<file path="src/rtl/dm_bus_arbiter_pkg.sv">
// Shared state encodings, port identifiers and latency limits for the
// data-memory bus arbiter.
package dm_bus_arbiter_pkg;

  typedef enum logic [1:0] {
    ST_IDLE   = 2'd0,
    ST_ACCESS = 2'd1,
    ST_WAIT   = 2'd2,
    ST_DONE   = 2'd3
  } arb_state_t;

  localparam logic PORT_CPU = 1'b0;
  localparam logic PORT_DBG = 1'b1;

  localparam int RD_LAT_MAX = 15;
  localparam int CNT_W      = $clog2(RD_LAT_MAX + 1);

endpackage

</file>
<file path="src/rtl/rr_pick2.sv">
// Two-way round-robin pick: on a tie the port that was not granted last wins,
// a lone requester always wins.
module rr_pick2
  import dm_bus_arbiter_pkg::*;
(
  input  logic [1:0] req,
  input  logic       last,
  output logic       valid,
  output logic       idx
);

  always_comb begin
    valid = |req;
    idx   = last;
    case (req)
      2'b01:   idx = PORT_CPU;
      2'b10:   idx = PORT_DBG;
      2'b11:   idx = ~last;
      default: idx = last;
    endcase
  end

endmodule

</file>
<file path="src/rtl/dm_bus_arbiter.sv">
// Shares the data-memory/MIO bus between the CPU data port and a loader/debug
// master; each grant becomes one sequenced access with a one-cycle ack.
module dm_bus_arbiter
  import dm_bus_arbiter_pkg::*;
#(
  parameter int AW     = 32,
  parameter int RD_LAT = 1
) (
  input  logic          clk,
  input  logic          reset,
  input  logic          p0_req,
  input  logic          p0_we,
  input  logic [3:0]    p0_wea,
  input  logic [AW-1:0] p0_addr,
  input  logic [31:0]   p0_wdata,
  output logic          p0_ack,
  output logic [31:0]   p0_rdata,
  input  logic          p1_req,
  input  logic          p1_we,
  input  logic [3:0]    p1_wea,
  input  logic [AW-1:0] p1_addr,
  input  logic [31:0]   p1_wdata,
  output logic          p1_ack,
  output logic [31:0]   p1_rdata,
  output logic          cpu_stall,
  output logic          mem_req,
  output logic          mem_we,
  output logic [3:0]    mem_wea,
  output logic [AW-1:0] mem_addr,
  output logic [31:0]   mem_wdata,
  input  logic [31:0]   mem_rdata,
  output logic          busy,
  output logic          owner
);

  // Out-of-range latencies are clamped so the counter can never wrap.
  localparam int LAT_CLAMP = (RD_LAT < 1) ? 1 :
                             (RD_LAT > RD_LAT_MAX) ? RD_LAT_MAX : RD_LAT;
  localparam logic [CNT_W-1:0] LAT_LOAD = CNT_W'(LAT_CLAMP);
  localparam logic [CNT_W-1:0] CNT_ONE  = CNT_W'(1);

  arb_state_t      state_reg, state_next;
  logic [CNT_W-1:0] cnt_reg;
  logic            owner_reg;
  logic            we_reg;
  logic [3:0]      wea_reg;
  logic [AW-1:0]   addr_reg;
  logic [31:0]     wdata_reg;
  logic [31:0]     rdata0_reg, rdata1_reg;
  logic            gnt_valid, gnt_idx;

  rr_pick2 u_pick (
    .req   ({p1_req, p0_req}),
    .last  (owner_reg),
    .valid (gnt_valid),
    .idx   (gnt_idx)
  );

  always_ff @(posedge clk or posedge reset) begin
    if (reset) state_reg <= ST_IDLE;
    else       state_reg <= state_next;
  end

  // Bus strobes and acks decode straight from the state register so reset
  // removes them without waiting for a clock edge.
  always_comb begin
    state_next = state_reg;
    mem_req    = 1'b0;
    mem_we     = 1'b0;
    mem_wea    = 4'b0;
    p0_ack     = 1'b0;
    p1_ack     = 1'b0;
    case (state_reg)
      ST_IDLE:   if (gnt_valid) state_next = ST_ACCESS;
      ST_ACCESS: begin
        mem_req    = 1'b1;
        mem_we     = we_reg;
        mem_wea    = we_reg ? wea_reg : 4'b0;
        state_next = we_reg ? ST_DONE : ST_WAIT;
      end
      ST_WAIT:   if (cnt_reg <= CNT_ONE) state_next = ST_DONE;
      ST_DONE: begin
        p0_ack     = (owner_reg == PORT_CPU);
        p1_ack     = (owner_reg == PORT_DBG);
        state_next = ST_IDLE;
      end
      default:   state_next = ST_IDLE;
    endcase
  end

  always_ff @(posedge clk or posedge reset) begin
    if (reset) begin
      cnt_reg    <= '0;
      owner_reg  <= PORT_DBG;
      we_reg     <= 1'b0;
      wea_reg    <= 4'b0;
      addr_reg   <= '0;
      wdata_reg  <= '0;
      rdata0_reg <= '0;
      rdata1_reg <= '0;
    end else begin
      case (state_reg)
        ST_IDLE: if (gnt_valid) begin
          owner_reg <= gnt_idx;
          we_reg    <= gnt_idx ? p1_we    : p0_we;
          wea_reg   <= gnt_idx ? p1_wea   : p0_wea;
          addr_reg  <= gnt_idx ? p1_addr  : p0_addr;
          wdata_reg <= gnt_idx ? p1_wdata : p0_wdata;
        end
        ST_ACCESS: if (!we_reg) cnt_reg <= LAT_LOAD;
        ST_WAIT: begin
          cnt_reg <= cnt_reg - CNT_ONE;
          if (cnt_reg <= CNT_ONE) begin
            if (owner_reg == PORT_DBG) rdata1_reg <= mem_rdata;
            else                       rdata0_reg <= mem_rdata;
          end
        end
        default: ;
      endcase
    end
  end

  assign busy      = (state_reg != ST_IDLE);
  assign owner     = owner_reg;
  assign mem_addr  = addr_reg;
  assign mem_wdata = wdata_reg;
  assign p0_rdata  = rdata0_reg;
  assign p1_rdata  = rdata1_reg;
  assign cpu_stall = p0_req & ~p0_ack;

endmodule
</file>
<file path="config.mk">
export PLATFORM = sky130hd
export DESIGN_NAME = dm_bus_arbiter
export DESIGN_NICKNAME = d
export VERILOG_FILES = /design/src/rtl/dm_bus_arbiter_pkg.sv /design/src/rtl/rr_pick2.sv /design/src/rtl/dm_bus_arbiter.sv
export SDC_FILE = /design/constraint.sdc
export NUM_CORES = 1
export LEC_CHECK = 0
export ABC_CLOCK_PERIOD_IN_PS = 11250
export BUFFER_PORTS_ARGS = -buffer_cell sky130_fd_sc_hd__buf_2
export CELL_PAD_IN_SITES_DETAIL_PLACEMENT = 0
export CELL_PAD_IN_SITES_GLOBAL_PLACEMENT = 1
export CORE_MARGIN = 2
export CORE_UTILIZATION = 35
export DETAILED_ROUTE_END_ITERATION = 8
export PLACE_DENSITY_LB_ADDON = 0.2
export REMOVE_ABC_BUFFERS = 1
export SLEW_MARGIN = 5
export SYNTH_ARGS = -nofsm -noshare
export SYNTH_HDL_FRONTEND = slang
export SYNTH_SLANG_ARGS = --single-unit
</file>
<file path="constraint.sdc">
create_clock -name clk -period 11.25 [get_ports clk]
set_clock_uncertainty 0.15 [all_clocks]
set_input_delay 2.25 -clock clk [delete_from_list [all_inputs] [get_ports clk]]
set_output_delay 2.25 -clock clk [all_outputs]
set_load 0.05 [all_outputs]
</file>
==> impl_metrics.py <==
metrics = {
    "routing": {
        "drtAntennaViolNets": 0,
        "drtIter0Drc": 104,
        "wl_per_cell_um": 15.3,
        "num_vias": 4790,
        "drc": 0,
        "drt_wl_total_um": 16000,
        "avgViaCountPerCell": 4.60,
        "firstDrtPassIters": 4,
    },
    "cts": {
        "cts_root_buffer": "clkbuf_16",
        "cts_made_buffers": 17,
        "hold_buffers": 0,
        "cts_setup_buffers": 0,
        "cts_buffer_depth": 2,
        "postCtsResizedCells": 0,
        "clk_latency_ns": 0.41,
        "cts_tree": "built",
        "ctsHtreeMaxLevel": 4,
        "clkTransAtPathRegs_ns": 0.06,
        "clock-sinks": 140,
    },
    "sta": {
        "period_share": 0.459,
        "clock.fmax_ghz": 0.193,
        "final-setup-viol-count": 0,
        "max_slew_margin": 0.322,
        "rsz0062_at_grt": "no",
        "finalHoldViolations": 0,
        "setup_ws_ns": 6.08,
        "tns_ns": 0,
        "drv_slew": 0,
        "worst_pin_slew_ns": 1.01,
        "period_minus_slack_ns": 5.17,
    },
    "layout": {
        "drive_above_1_share": 0.513,
        "final_nets": 984,
        "final_util": 0.493,
        "antenna_cells": 0,
        "stdcell_area_um2": 8500,
        "area_delta_synth_final_pct": 38.0,
    },
    "critical_path": {
        "cp_top_family": "buffers and inverters",
        "startpoint_type": "input pin",
        "arrival_ns": 2.77,
        "path_common_cell": "buf_2",
        "rrSetupSlack_ns": 8.49,
        "critPathMaxFanout": 4,
        "cp_slowest_cell": "buf_2",
        "crit_path_max_incr_delay_ns": 0.26,
        "critPathKind": "in -> out",
        "cp.required_ns": 8.85,
        "cp_num_buf_inv": 2,
        "cp-end-kind": "primary output",
        "crit_chain": "buf_2, nor2b_1, buf_2",
    },
    "global_routing": {
        "grtUsageTotal": 0.169,
        "grt_pass1_vias": 4819,
        "grt_use_met2": 0.281,
        "met1_usage": 0.193,
        "overflow": 0,
        "grt_max_degree": 123,
        "grt_pass1_wl_um": 24200,
        "antenna_found_initial": 3,
        "grt.busiest_layer": "met2",
        "grtUsageMet3": 0.0752,
    },
    "die": {
        "die_h_um": 137,
        "die_w_um": 137,
        "core_um2": 17200,
        "die-area_um2": 18700,
        "io_pins": 313,
        "start_util": 0.357,
        "num_rows": 48,
    },
    "status": {
        "outcome": "finished, final reports clean",
    },
    "synth": {
        "synth_edf_count": 0,
        "yosysSeqAreaShare": 0.569,
        "synth_area_leaders": "dfrtp_1 56%, mux2i_1 11%, mux2_2 11%",
        "ys_ff_latch": 140,
        "synthDistinctLibCells": 29,
        "netlist_area_um2": 6160,
        "synth_top_area_cell": "dfrtp_1",
        "ys_warn_count": 0,
        "postSynthCellCount": 500,
        "synth_top_cell_area_share": 0.565,
        "avgSynthCellArea_um2": 12.3,
        "synth_commonest_cells": "139 x dfrtp_1, 77 x o21ai_0, 75 x nand2_1",
        "yosysMostFrequentCell": "dfrtp_1",
        "synth-async-reset-ratio": 1.00,
        "ys.flop_type": "dfrtp_1",
    },
    "placed_design": {
        "place_ws_ns": 6.08,
        "gp_congestion": 0.802,
        "port_buffers": 312,
        "placed_area_um2": 7800,
        "dp_hpwl_um": 12000,
    },
    "worst_hold_path": {
        "min_path_type": "reg -> reg",
    },
    "flow_run": {
        "drv_cap": 0,
    },
}
==> path summary, 6_finish.rpt <==
path	cells past startpoint	start	to
min in group asynchronous	2	reset	mem_addr[17]
max in group asynchronous	3	reset	mem_addr[9]
hold / removal	2	mem_addr[9]	mem_addr[9]
setup reg to reg	4	owner	mem_addr[5]
hold reg to reg	2	mem_addr[9]	mem_addr[9]
setup / recovery	3	p0_req	cpu_stall
==> cell type report <==
cell class | count | area, um2
inverter | 9 | 38.8
sequential | 140 | 3500
fill | 1608 | 8740
clock buffer | 18 | 439
timing repair buffer | 316 | 1590
multi-input combinational | 320 | 2390
clock inverter | 14 | 255
tap | 225 | 282
==> per-layer routing <==
layer | share of wire | up-vias
li1 | - | 2339
met5 | 0.0010 | -
met4 | 0.016 | 2
met2 | 0.47 | 206
met1 | 0.40 | 2223
met3 | 0.11 | 20
==> worst min-delay path: stages (launching register included) <==
cell	delay, ns
dfrtp_1	0.33
nand2_1	0.04
o21ai_0	0.06
==> cells in the final DEF (no fill, tap or decap), drive strengths merged, types with 3 or more instances in the layout <==
cell    Yosys  layout
nor3        4       4
a21oi       5       5
ha          6       6
nand2      76      76
inv         9      15
and3        4       4
mux2       65      65
buf        21     316
clkbuf     10      18
mux2i      70      70
o21ai      77      77
dfrtp     139     139
bufinv      0       6
nor2        3       3
==> stage by stage <==
stage / std cells / hold WS (ns)
after floorplan: 469 / 0.292
after global placement: 1010 / 0.307
after detailed placement: 1010 / 0.315
after CTS: 1042 / 0.329
after global routing: 1042 / 0.346
final: 1042 / 0.321
==> cells by family after synthesis <==
kind of cell / Yosys count / share of synthesized area
flip-flops: 140 / 0.569
XOR/XNOR: 1 / 0.00142
adder cells (fa/ha/maj): 6 / 0.0122
AND/OR/NAND/NOR: 92 / 0.0654
AO/OA/AOI/OAI: 86 / 0.0719
buffers and inverters: 40 / 0.0471
multiplexers: 135 / 0.233
Power is left out: the tool's default activity adds up to more than one toggle a clock period on the data nets, which glitch-free logic cannot reach.
